===== config.mk =====
export PLATFORM = sky130hd
export DESIGN_NAME = dac_filter_loader
export DESIGN_NICKNAME = d
export VERILOG_FILES = /design/src/rtl/dac_ctrl_pkg.sv /design/src/rtl/dac_filter_loader_coef_ram.sv /design/src/rtl/dac_filter_loader.sv
export SDC_FILE = /design/constraint.sdc
export NUM_CORES = 2
export LEC_CHECK = 0
export CAP_MARGIN = 20
export CORE_MARGIN = 1.5
export CORE_UTILIZATION = 26
export CTS_CLUSTER_SIZE = 25
export DETAILED_ROUTE_END_ITERATION = 8
export GPL_TIMING_DRIVEN = 0
export SLEW_MARGIN = 5
export SYNTH_ARGS = -nofsm -noshare
export SYNTH_HDL_FRONTEND = slang
export SYNTH_HIERARCHICAL = 1
export SYNTH_SLANG_ARGS = --single-unit

===== constraint.sdc =====
create_clock -name clk -period 7.5 [get_ports clk]
set_input_delay 0.75 -clock clk [delete_from_list [all_inputs] [get_ports clk]]
set_output_delay 0.75 -clock clk [all_outputs]
set_load 0.01 [all_outputs]

===== src/rtl/dac_ctrl_pkg.sv =====
// Shared types and register map for the DAC filter coefficient loader.
package dac_ctrl_pkg;

    typedef enum logic [1:0] {
        IDLE   = 2'd0,
        DRAIN  = 2'd1,
        STREAM = 2'd2,
        SETTLE = 2'd3
    } loader_state_t;

    localparam logic [7:0] REG_CTRL      = 8'h00;
    localparam logic [7:0] REG_STATUS    = 8'h04;
    localparam logic [7:0] REG_LEN       = 8'h08;
    localparam logic [7:0] REG_COEF_ADDR = 8'h0C;
    localparam logic [7:0] REG_COEF_DATA = 8'h10;
    localparam logic [7:0] REG_CHECKSUM  = 8'h14;

    localparam int CTRL_START_BIT  = 0;
    localparam int CTRL_ABORT_BIT  = 1;

    localparam int STATUS_BUSY_BIT = 0;
    localparam int STATUS_DONE_BIT = 1;
    localparam int STATUS_ERR_BIT  = 2;

    function automatic int max3(input int a, input int b, input int c);
        int m;
        m = (a > b) ? a : b;
        return (m > c) ? m : c;
    endfunction

endpackage


===== src/rtl/dac_filter_loader_coef_ram.sv =====
// Coefficient store: simple dual-port RAM, synchronous write, one-cycle registered read.
module coef_ram
    import dac_ctrl_pkg::*;
#(
    parameter int DEPTH = 64,
    parameter int WIDTH = 25,
    localparam int AW   = $clog2(DEPTH)
) (
    input  logic             clk,
    input  logic             we_i,
    input  logic [AW-1:0]    waddr_i,
    input  logic [WIDTH-1:0] wdata_i,
    input  logic [AW-1:0]    raddr_i,
    output logic [WIDTH-1:0] rdata_o
);

    logic [WIDTH-1:0] mem [DEPTH];
    logic [WIDTH-1:0] rdata_q;

    always_ff @(posedge clk) begin
        if (we_i) begin
            mem[waddr_i] <= wdata_i;
        end
        rdata_q <= mem[raddr_i];
    end

    assign rdata_o = rdata_q;

endmodule


===== src/rtl/dac_filter_loader.sv =====
// Mutes a DAC channel, drains it, streams RAM taps into the FIR config port, settles, unmutes.
// Optional DAC_FILTER_LOADER_CHECKSUM_EN adds a readable sum of the streamed taps at 0x14.
module dac_filter_loader
    import dac_ctrl_pkg::*;
#(
    parameter int NUM_TAPS      = 64,
    parameter int COEF_WIDTH    = 25,
    parameter int DRAIN_CYCLES  = 16,
    parameter int SETTLE_CYCLES = 64
) (
    input  logic                  clk,
    input  logic                  reset,
    input  logic                  penable,
    input  logic                  psel,
    input  logic [31:0]           paddr,
    input  logic                  pwrite,
    input  logic [31:0]           pwdata,
    output logic [31:0]           prdata,
    output logic [COEF_WIDTH-1:0] cfg_din,
    output logic                  cfg_ce,
    output logic                  mute,
    output logic                  busy,
    output logic                  done
);

    localparam int AW    = $clog2(NUM_TAPS);
    localparam int CNT_W = $clog2(max3(NUM_TAPS, DRAIN_CYCLES, SETTLE_CYCLES) + 1);

    loader_state_t          state_q, state_d;
    logic [CNT_W-1:0]       cnt_q, cnt_d;
    logic [31:0]            len_q;
    logic [AW-1:0]          coef_addr_q;
    logic                   done_q, done_sticky_q, err_sticky_q;
    logic [COEF_WIDTH-1:0]  ram_rdata;
    logic [AW-1:0]          ram_raddr;
    logic [31:0]            checksum_rd;

    logic [7:0] reg_addr;
    logic bus_wr, ctrl_wr, status_wr, len_wr, addr_wr, data_wr;
    logic start_req, abort_req, idle, len_ok, load_go, last_cnt, reload_done, ram_we, err_set;
    logic unused_paddr;

    assign reg_addr  = paddr[7:0];
    assign bus_wr    = psel & penable & pwrite;
    assign ctrl_wr   = bus_wr && (reg_addr == REG_CTRL);
    assign status_wr = bus_wr && (reg_addr == REG_STATUS);
    assign len_wr    = bus_wr && (reg_addr == REG_LEN);
    assign addr_wr   = bus_wr && (reg_addr == REG_COEF_ADDR);
    assign data_wr   = bus_wr && (reg_addr == REG_COEF_DATA);

    // ABORT takes precedence when both control bits are written together.
    assign abort_req   = ctrl_wr & pwdata[CTRL_ABORT_BIT];
    assign start_req   = ctrl_wr & pwdata[CTRL_START_BIT] & ~pwdata[CTRL_ABORT_BIT];
    assign idle        = (state_q == IDLE);
    assign len_ok      = (len_q != 32'd0) && (len_q <= 32'(NUM_TAPS));
    assign load_go     = start_req & idle & len_ok;
    assign last_cnt    = (cnt_q == CNT_W'(1));
    assign reload_done = (state_q == SETTLE) && last_cnt && !abort_req;
    assign ram_we      = data_wr & idle;
    assign err_set     = (start_req & (!idle | !len_ok))
                       | ((data_wr | len_wr) & !idle)
                       | (abort_req & !idle);
    assign unused_paddr = ^paddr[31:8];

    always_ff @(posedge clk or posedge reset) begin
        if (reset) begin
            state_q <= IDLE;
            cnt_q   <= '0;
        end else begin
            state_q <= state_d;
            cnt_q   <= cnt_d;
        end
    end

    // One down-counter is reloaded on every state entry and times all three phases.
    always_comb begin
        state_d = state_q;
        cnt_d   = cnt_q - CNT_W'(1);
        case (state_q)
            IDLE: begin
                cnt_d = cnt_q;
                if (load_go) begin
                    state_d = DRAIN;
                    cnt_d   = CNT_W'(DRAIN_CYCLES);
                end
            end
            DRAIN: if (last_cnt) begin
                state_d = STREAM;
                cnt_d   = CNT_W'(len_q);
            end
            STREAM: if (last_cnt) begin
                state_d = SETTLE;
                cnt_d   = CNT_W'(SETTLE_CYCLES);
            end
            SETTLE: if (last_cnt) begin
                state_d = IDLE;
            end
            default: state_d = IDLE;
        endcase
        if (abort_req && !idle) begin
            state_d = IDLE;
        end
    end

    // Read address runs one tap ahead of cfg_ce to absorb the RAM read latency.
    always_comb begin
        busy      = !idle;
        mute      = !idle;
        cfg_ce    = (state_q == STREAM) && !abort_req;
        ram_raddr = AW'(len_q - 32'd1);
        if (state_q == STREAM) begin
            ram_raddr = AW'(cnt_q - CNT_W'(2));
        end
    end

    assign cfg_din = cfg_ce ? ram_rdata : '0;
    assign done    = done_q;

    coef_ram #(
        .DEPTH (NUM_TAPS),
        .WIDTH (COEF_WIDTH)
    ) u_coef_ram (
        .clk     (clk),
        .we_i    (ram_we),
        .waddr_i (coef_addr_q),
        .wdata_i (pwdata[COEF_WIDTH-1:0]),
        .raddr_i (ram_raddr),
        .rdata_o (ram_rdata)
    );

    always_ff @(posedge clk or posedge reset) begin
        if (reset) begin
            len_q         <= 32'(NUM_TAPS);
            coef_addr_q   <= '0;
            done_q        <= 1'b0;
            done_sticky_q <= 1'b0;
            err_sticky_q  <= 1'b0;
        end else begin
            done_q <= reload_done;
            if (len_wr && idle) begin
                len_q <= pwdata;
            end
            if (addr_wr) begin
                coef_addr_q <= pwdata[AW-1:0];
            end else if (ram_we) begin
                coef_addr_q <= (coef_addr_q == AW'(NUM_TAPS - 1)) ? '0 : coef_addr_q + AW'(1);
            end
            if (reload_done) begin
                done_sticky_q <= 1'b1;
            end else if (status_wr && pwdata[STATUS_DONE_BIT]) begin
                done_sticky_q <= 1'b0;
            end
            if (err_set) begin
                err_sticky_q <= 1'b1;
            end else if (status_wr && pwdata[STATUS_ERR_BIT]) begin
                err_sticky_q <= 1'b0;
            end
        end
    end

`ifdef DAC_FILTER_LOADER_CHECKSUM_EN
    logic [31:0] checksum_q;

    always_ff @(posedge clk or posedge reset) begin
        if (reset) begin
            checksum_q <= '0;
        end else if (load_go) begin
            checksum_q <= '0;
        end else if (cfg_ce) begin
            checksum_q <= checksum_q + 32'($signed(cfg_din));
        end
    end

    assign checksum_rd = checksum_q;
`else
    assign checksum_rd = '0;
`endif

    always_comb begin
        prdata = '0;
        case (reg_addr)
            REG_STATUS: begin
                prdata[STATUS_BUSY_BIT] = !idle;
                prdata[STATUS_DONE_BIT] = done_sticky_q;
                prdata[STATUS_ERR_BIT]  = err_sticky_q;
            end
            REG_LEN:       prdata = len_q;
            REG_COEF_ADDR: prdata = 32'(coef_addr_q);
            REG_CHECKSUM:  prdata = checksum_rd;
            default:       prdata = '0;
        endcase
    end

endmodule


# [After elaboration in Yosys (flattened, before gate mapping)]
# Memory sizes are Yosys's and may differ from the RTL's. A register that Yosys moved wholly into a read port is not among the register bits.
# Cells that the tools add are included.
[classes] n_addsub=4 magnitude_cmp=1 n_eq_ne=14 muxes=23 n_bitwise=16 reduce_logical=23
[op_table] operator="one-hot mux 29 bit (2 select lines)" n=1
[op_table] operator="less-or-equal comparator 32 x 7 -> 1 bit (second input constant)" n=1
[op_table] operator="nonzero test 32 bit" n=1
[op_table] operator="2-to-1 mux 25 bit" n=1
[op_table] operator="2-to-1 mux 6 bit" n=4
[op_table] operator="2-to-1 mux 7 bit" n=3
[op_table] operator="one-hot mux 7 bit (3 select lines)" n=1
[op_table] operator="equality test 8 x 4 -> 1 bit (second input constant)" n=2
[op_table] operator="logical AND 1 bit" n=13
[op_table] operator="AND 1 bit" n=11
[op_table] operator="2-to-1 mux 2 bit" n=5
[op_table] operator="one-hot mux 3 bit (3 select lines)" n=1
[op_table] operator="equality test 8 x 3 -> 1 bit (second input constant)" n=1
[op_table] operator="equality test 8 x 5 -> 1 bit (second input constant)" n=1
[op_table] operator="logical NOT 8 bit" n=1
[op_table] operator="one-hot mux 2 bit (4 select lines)" n=1
[op_table] operator="equality test 7 x 1 -> 1 bit (second input constant)" n=1
[op_table] operator="subtractor 7 x 1 -> 7 bit (second input constant)" n=1
[op_table] operator="adder 6 x 1 -> 6 bit (second input constant)" n=1
[op_table] operator="equality test 6 bit (second input constant)" n=1
[op_table] operator="2-to-1 mux 1 bit" n=6
[op_table] operator="inequality test 3 bit (second input constant)" n=2
[op_table] operator="nonzero test 2 bit" n=3
[op_table] operator="subtractor 6 x 1 -> 6 bit (second input constant)" n=1
[op_table] operator="11 further kinds" n=17
[word_totals] regBits=50 ramBits=1600 out_inout_bits=61 wordCells=89 mem_count=1
[memory_table] name="u_coef_ram.mem" depth=64 word_bits=25 read_ports=1 rd_ports_with_merged_regs=1 write_ports=1 line_no="dac_filter_loader_coef_ram.sv:17" rtl="logic [WIDTH-1:0] mem [DEPTH];"

# [Logic depth before layout (Yosys ltp)]
[logic_depth] word_depth=10 mapped_depth=15 depth_no_buf=11

# [By module]
# The synthesis kept the hierarchy.
[modules_own_cells] mod="coef_ram" instances=1 cells_each=2850 area_each_um2=62497.4 seq_area_each_um2=48546.6
[modules_own_cells] mod="dac_filter_loader" instances=1 cells_each=348 area_each_um2=3330.7 seq_area_each_um2=1252.5

# [Worst setup path after synthesis]
# OpenSTA, ideal clock, no wires.
[synth_path] path_kind="input to register" from="input paddr[3]" to="memory u_coef_ram.mem[48][0] (enable)" setup_time_ns=0.438 t_arrival_ns=4.003 path_slack_ns=3.059 cell_stages=5 path_buffers=1 cell_sequence="buf_2 -> or4_4 -> nor4_4 -> nand4b_1 -> nor3_1"
[synth_via] elab_chain_cells=5
[synth_rtl] item="start, declared" line_no="dac_filter_loader.sv:15" rtl="input logic [31:0] paddr,"
[synth_rtl] item="equality test 8 x 5 -> 1 bit" line_no="dac_filter_loader.sv:49" rtl="assign data_wr = bus_wr && (reg_addr == REG_COEF_DATA);"
[synth_rtl] item="logical AND 1 bit" line_no="dac_filter_loader.sv:49"
[synth_rtl] item="AND 1 bit" line_no="dac_filter_loader.sv:59" rtl="assign ram_we = data_wr & idle;"
[synth_rtl] item="net ram_we" line_no="dac_filter_loader.sv:40" rtl="logic start_req, abort_req, idle, len_ok, load_go, last_cnt, reload_done, ram_we, err_set;"
[synth_rtl] item="2-to-1 mux 1 bit" line_no="dac_filter_loader_coef_ram.sv:21" rtl="if (we_i) begin"
[synth_rtl] item="2-to-1 mux 1 bit (not written as such)" line_no="dac_filter_loader_coef_ram.sv:22" rtl="mem[waddr_i] <= wdata_i;"
[synth_rtl] item="end, declared" line_no="dac_filter_loader_coef_ram.sv:17"
# The timed path passes the listed nets, and every way through them passes these cells.

# [Worst setup path after layout]
[layout_path] from="register state_q[0]" to="register u_coef_ram.rdata_q[8], in the netlist u_coef_ram/rdata_o[8] (read register of u_coef_ram.mem)"
[layout_via] elab_chain_cells=2
[layout_rtl] item="start, declared" line_no="dac_filter_loader.sv:29" rtl="loader_state_t state_q, state_d;"
[layout_rtl] item="start signal, assigned" line_no="dac_filter_loader.sv:70" rtl="state_q <= state_d;"
[layout_rtl] item="equality test 2 bit" line_no="dac_filter_loader.sv:111" rtl="if (state_q == STREAM) begin"
[layout_rtl] item="2-to-1 mux 6 bit" line_no="dac_filter_loader.sv:111"
[layout_rtl] item="net ram_raddr[1]" line_no="dac_filter_loader.sv:35" rtl="logic [AW-1:0] ram_raddr;"
[layout_rtl] item="end, declared" line_no="dac_filter_loader_coef_ram.sv:18" rtl="logic [WIDTH-1:0] rdata_q;"
# The timed path passes the listed nets, and every way through them passes these cells.
# A chain may end at the register's enable or synchronous reset.

==> run_results.csv <==
group,metric,value,unit
status,status,"completed",
routing,wire_per_inst,26.2,um
yosys,ys_ff_latch,1675,
timing,fin_tns_setup,0,ps
placement,numPortBuffers,104,
critical_path,cp_max_fo,10,
cts,cts_buffer_depth,3,
yosys,ys_top_cells_by_area,"edfxtp_1 (73%), mux4_2 (10%), mux2_2 (2.7%)",
yosys,synth.most_common_cell,"edfxtp_1",
floorplan,die_y,506,um
timing,skew,30.1,ps
routing,drtIter0Drc,3826,
critical_path,crit_family,"buffers and inverters",
critical_path,crit_chain,"inv_1, ha_1, clkbuf_1, clkbuf_1, mux2i_1, buf_4, buf_4, buf_2, buf_2, mux2i_1, a22oi_1, o311ai_1, a21oi_1",
floorplan,start_util,26.2,%
run,maxCapViolations,0,
routing,drc,0,
timing,fin_crit,6120,ps
yosys,synth.cell_area,0.0658,mm2
yosys,yosys_most_used_dff,"edfxtp_1",
placement,gp_congestion,0.886,
routing,ant_nets,0,
cts,clkSlewWorstSetupHoldPaths,60,ps
cts,cts_buffers,164,
cells_and_area,drive_gt1_share,27.7,%
timing,hold_viol_final,0,
cts,cts_tree,"yes",
cts,htree_levels,4,
timing,fmax,163,MHz
yosys,seq_area_frac_synth,75.7,%
timing,max_slew_margin,21.0,%
yosys,yosys.area.top_type,"edfxtp_1",
critical_path,worst_path_max_delay_cell,"a22oi_1",
timing,worst_slew_pin_slew,1190,ps
global_route,grt-ovfl-total,0,
critical_path,slowest_delay,910,ps
floorplan,core_area,0.252,mm2
global_route,grt_pass1_vias,33600,
yosys,yosysUniqueCellTypes,69,
cts,clock-root-buffer,"clkbuf_16",
global_route,grt_antenna_before_repair,16,
critical_path,path_class,"register to register",
floorplan,num_io_pins,130,
yosys,syn-num-nets,3279,
timing,rsz0062_at_grt,"false",
cells_and_area,synthToLayoutAreaGrowth,19.4,%
timing,slew_viol_final,0,
routing,via_per_inst,4.77,
yosys,avgSynthCellArea,20.6,um2
yosys,yosys.area.top_type_share,73.0,%
yosys,yosys-top-cells-count,"edfxtp_1 (1600), mux4_2 (302), mux2_2 (157)",
critical_path,start_kind,"register",
power_and_ir_drop,vdd_drop_max,0.181,mV
yosys,synth_edf_count,1600,
yosys,yosysWarnings,6,
min_path,hp-class,"primary input to async pin",
routing,vias,33700,
power_and_ir_drop,p_leak,24.8,nW
global_route,grt_pass1_wl,260000,um
yosys,synthArstFlopShare,2.99,%
floorplan,die_w,506,um
timing,fin_crit_sh,81.6,%
critical_path,path_buf_inv,7,
timing,timing.hold.ws,347,ps
critical_path,cp_data_arrival_time,6820,ps
floorplan,num_rows,184,
cts,ctsHoldBuffers,0,
cts,cts_sinks,1675,
power_and_ir_drop,powerDensity,312,mW/mm2
cts,insertion_delay,810,ps
cells_and_area,nets,3636,
routing,drt_first_pass_iters,5,
yosys,syn_inst,3198,
placement,dp_hpwl,124000,um
cts,post_cts_buffers,0,
floorplan,dieArea,0.256,mm2
routing,routed_wl,185000,um
timing,setup_viol,0,
critical_path,critical_path.endpoint_type,"register",
critical_path,worst_ep_required_time,8200,ps
global_route,grt_max_degree,71,
cts,cts_resized,0,
global_route,grt.total_usage,14.2,%
critical_path,reg2reg_slack,1380,ps
routing by layer:
metal	part of all wire, %	up-vias	GRT usage [%]
met4	3.6	0	5.31
li1	-	14000	-
met3	8.0	285	3.14
met2	48	1384	23.1
met5	0	-	0
met1	41	18000	18.6
cells by family (layout without fill, tap and decap cells):
| family | count (synthesis) | in the layout | synth area share [%] |
|---|---|---|---|
| buffers and inverters | 201 | 696 | 2.05 |
| and+or+nand+nor | 343 | 343 | 2.76 |
| muxes | 610 | 610 | 15.5 |
| AOI/OAI and AO/OA | 345 | 345 | 3.64 |
| adders and majority gates | 12 | 12 | 0.228 |
| xor gates and xnor gates | 12 | 12 | 0.160 |
| DFF | 1675 | 1675 | 75.7 |
| other | 0 | 16 | 0 |
flip-flops by register name, summed over array words and instances (netlist names):
signal / flops
cnt_q: 7
coef_addr_q: 6
done: 1
done_sticky_q: 1
err_sticky_q: 1
len_q: 32
state_q: 2
u_coef_ram/mem: 1600
u_coef_ram/rdata_o: 25
cells in the final DEF (no fill, tap or decap), types with 16 or more instances in the layout:
master,count
dfrtp_1,49
a22oi_1,30
o21ai_0,49
clkdlybuf4s50_1,79
nor2b_1,23
buf_16,16
dfxtp_1,25
nand2_1,31
and2_1,28
a21o_1,21
a22o_1,21
clkbuf_1,88
clkbuf_16,166
mux4_2,302
a21oi_1,30
buf_2,60
nor2_1,55
edfxtp_1,1600
o22ai_1,98
buf_12,74
clkinv_1,38
o311ai_1,18
buf_6,35
diode_2,16
mux2i_1,140
clkinv_2,32
nor3_1,27
and3_1,28
mux2_2,157
o211ai_1,21
nor2_4,62
buf_4,39
a211oi_1,18
layout make-up:
type                       count  area [um2]
buffer                       189        1300
clock buffer                 196        4330
inverter                      12        45.0
sequential                  1675       49800
timing repair buffer         191        2740
antenna                       16        40.0
multi-input combinational   1322       15200
tap                         3348        4190
fill                       23900      173000
clock inverter               108        1010
power by group:
group          switching [mW]  internal, mW  total [mW]  leakage, nW
Clock                    3.60          4.57        8.17         2.61
Sequential             0.0537          10.3        10.4         15.3
Combinational            3.78          2.20        5.98         6.90
Total                    7.43          17.1        24.5         24.8
final timing paths:
check                           start                    end  cells after the start
max                        state_q[0]  u_coef_ram/rdata_o[8]                     13
min                             reset              len_q[20]                      2
max reg2reg                state_q[0]  u_coef_ram/rdata_o[8]                     13
min reg2reg                  len_q[8]               len_q[8]                      1
max in group asynchronous       reset               len_q[6]                      3
min in group clk            pwdata[3]  u_coef_ram/mem[58][3]                      1
metrics by stage:
| step | util [%] | instances | setup WS (ps) | power [mW] | cell area [um2] |
|---|---|---|---|---|---|
| finish | 31.2 | 7057 | 1380 | 24.5 | 78600 |
| global route | 31.2 | 7042 | 1310 | 25.2 | 78600 |
| CTS | 31.2 | 7041 | 1610 | 24.7 | 78600 |
| detailed placement | 29.1 | 6737 | 1640 | 16.5 | 73200 |
| global placement | 28.2 | 6650 | 194 | 16.5 | 71100 |
| floorplan | - | 3198 | 3060 | 14.0 | 65800 |
Power figures use the tool's default switching activity.
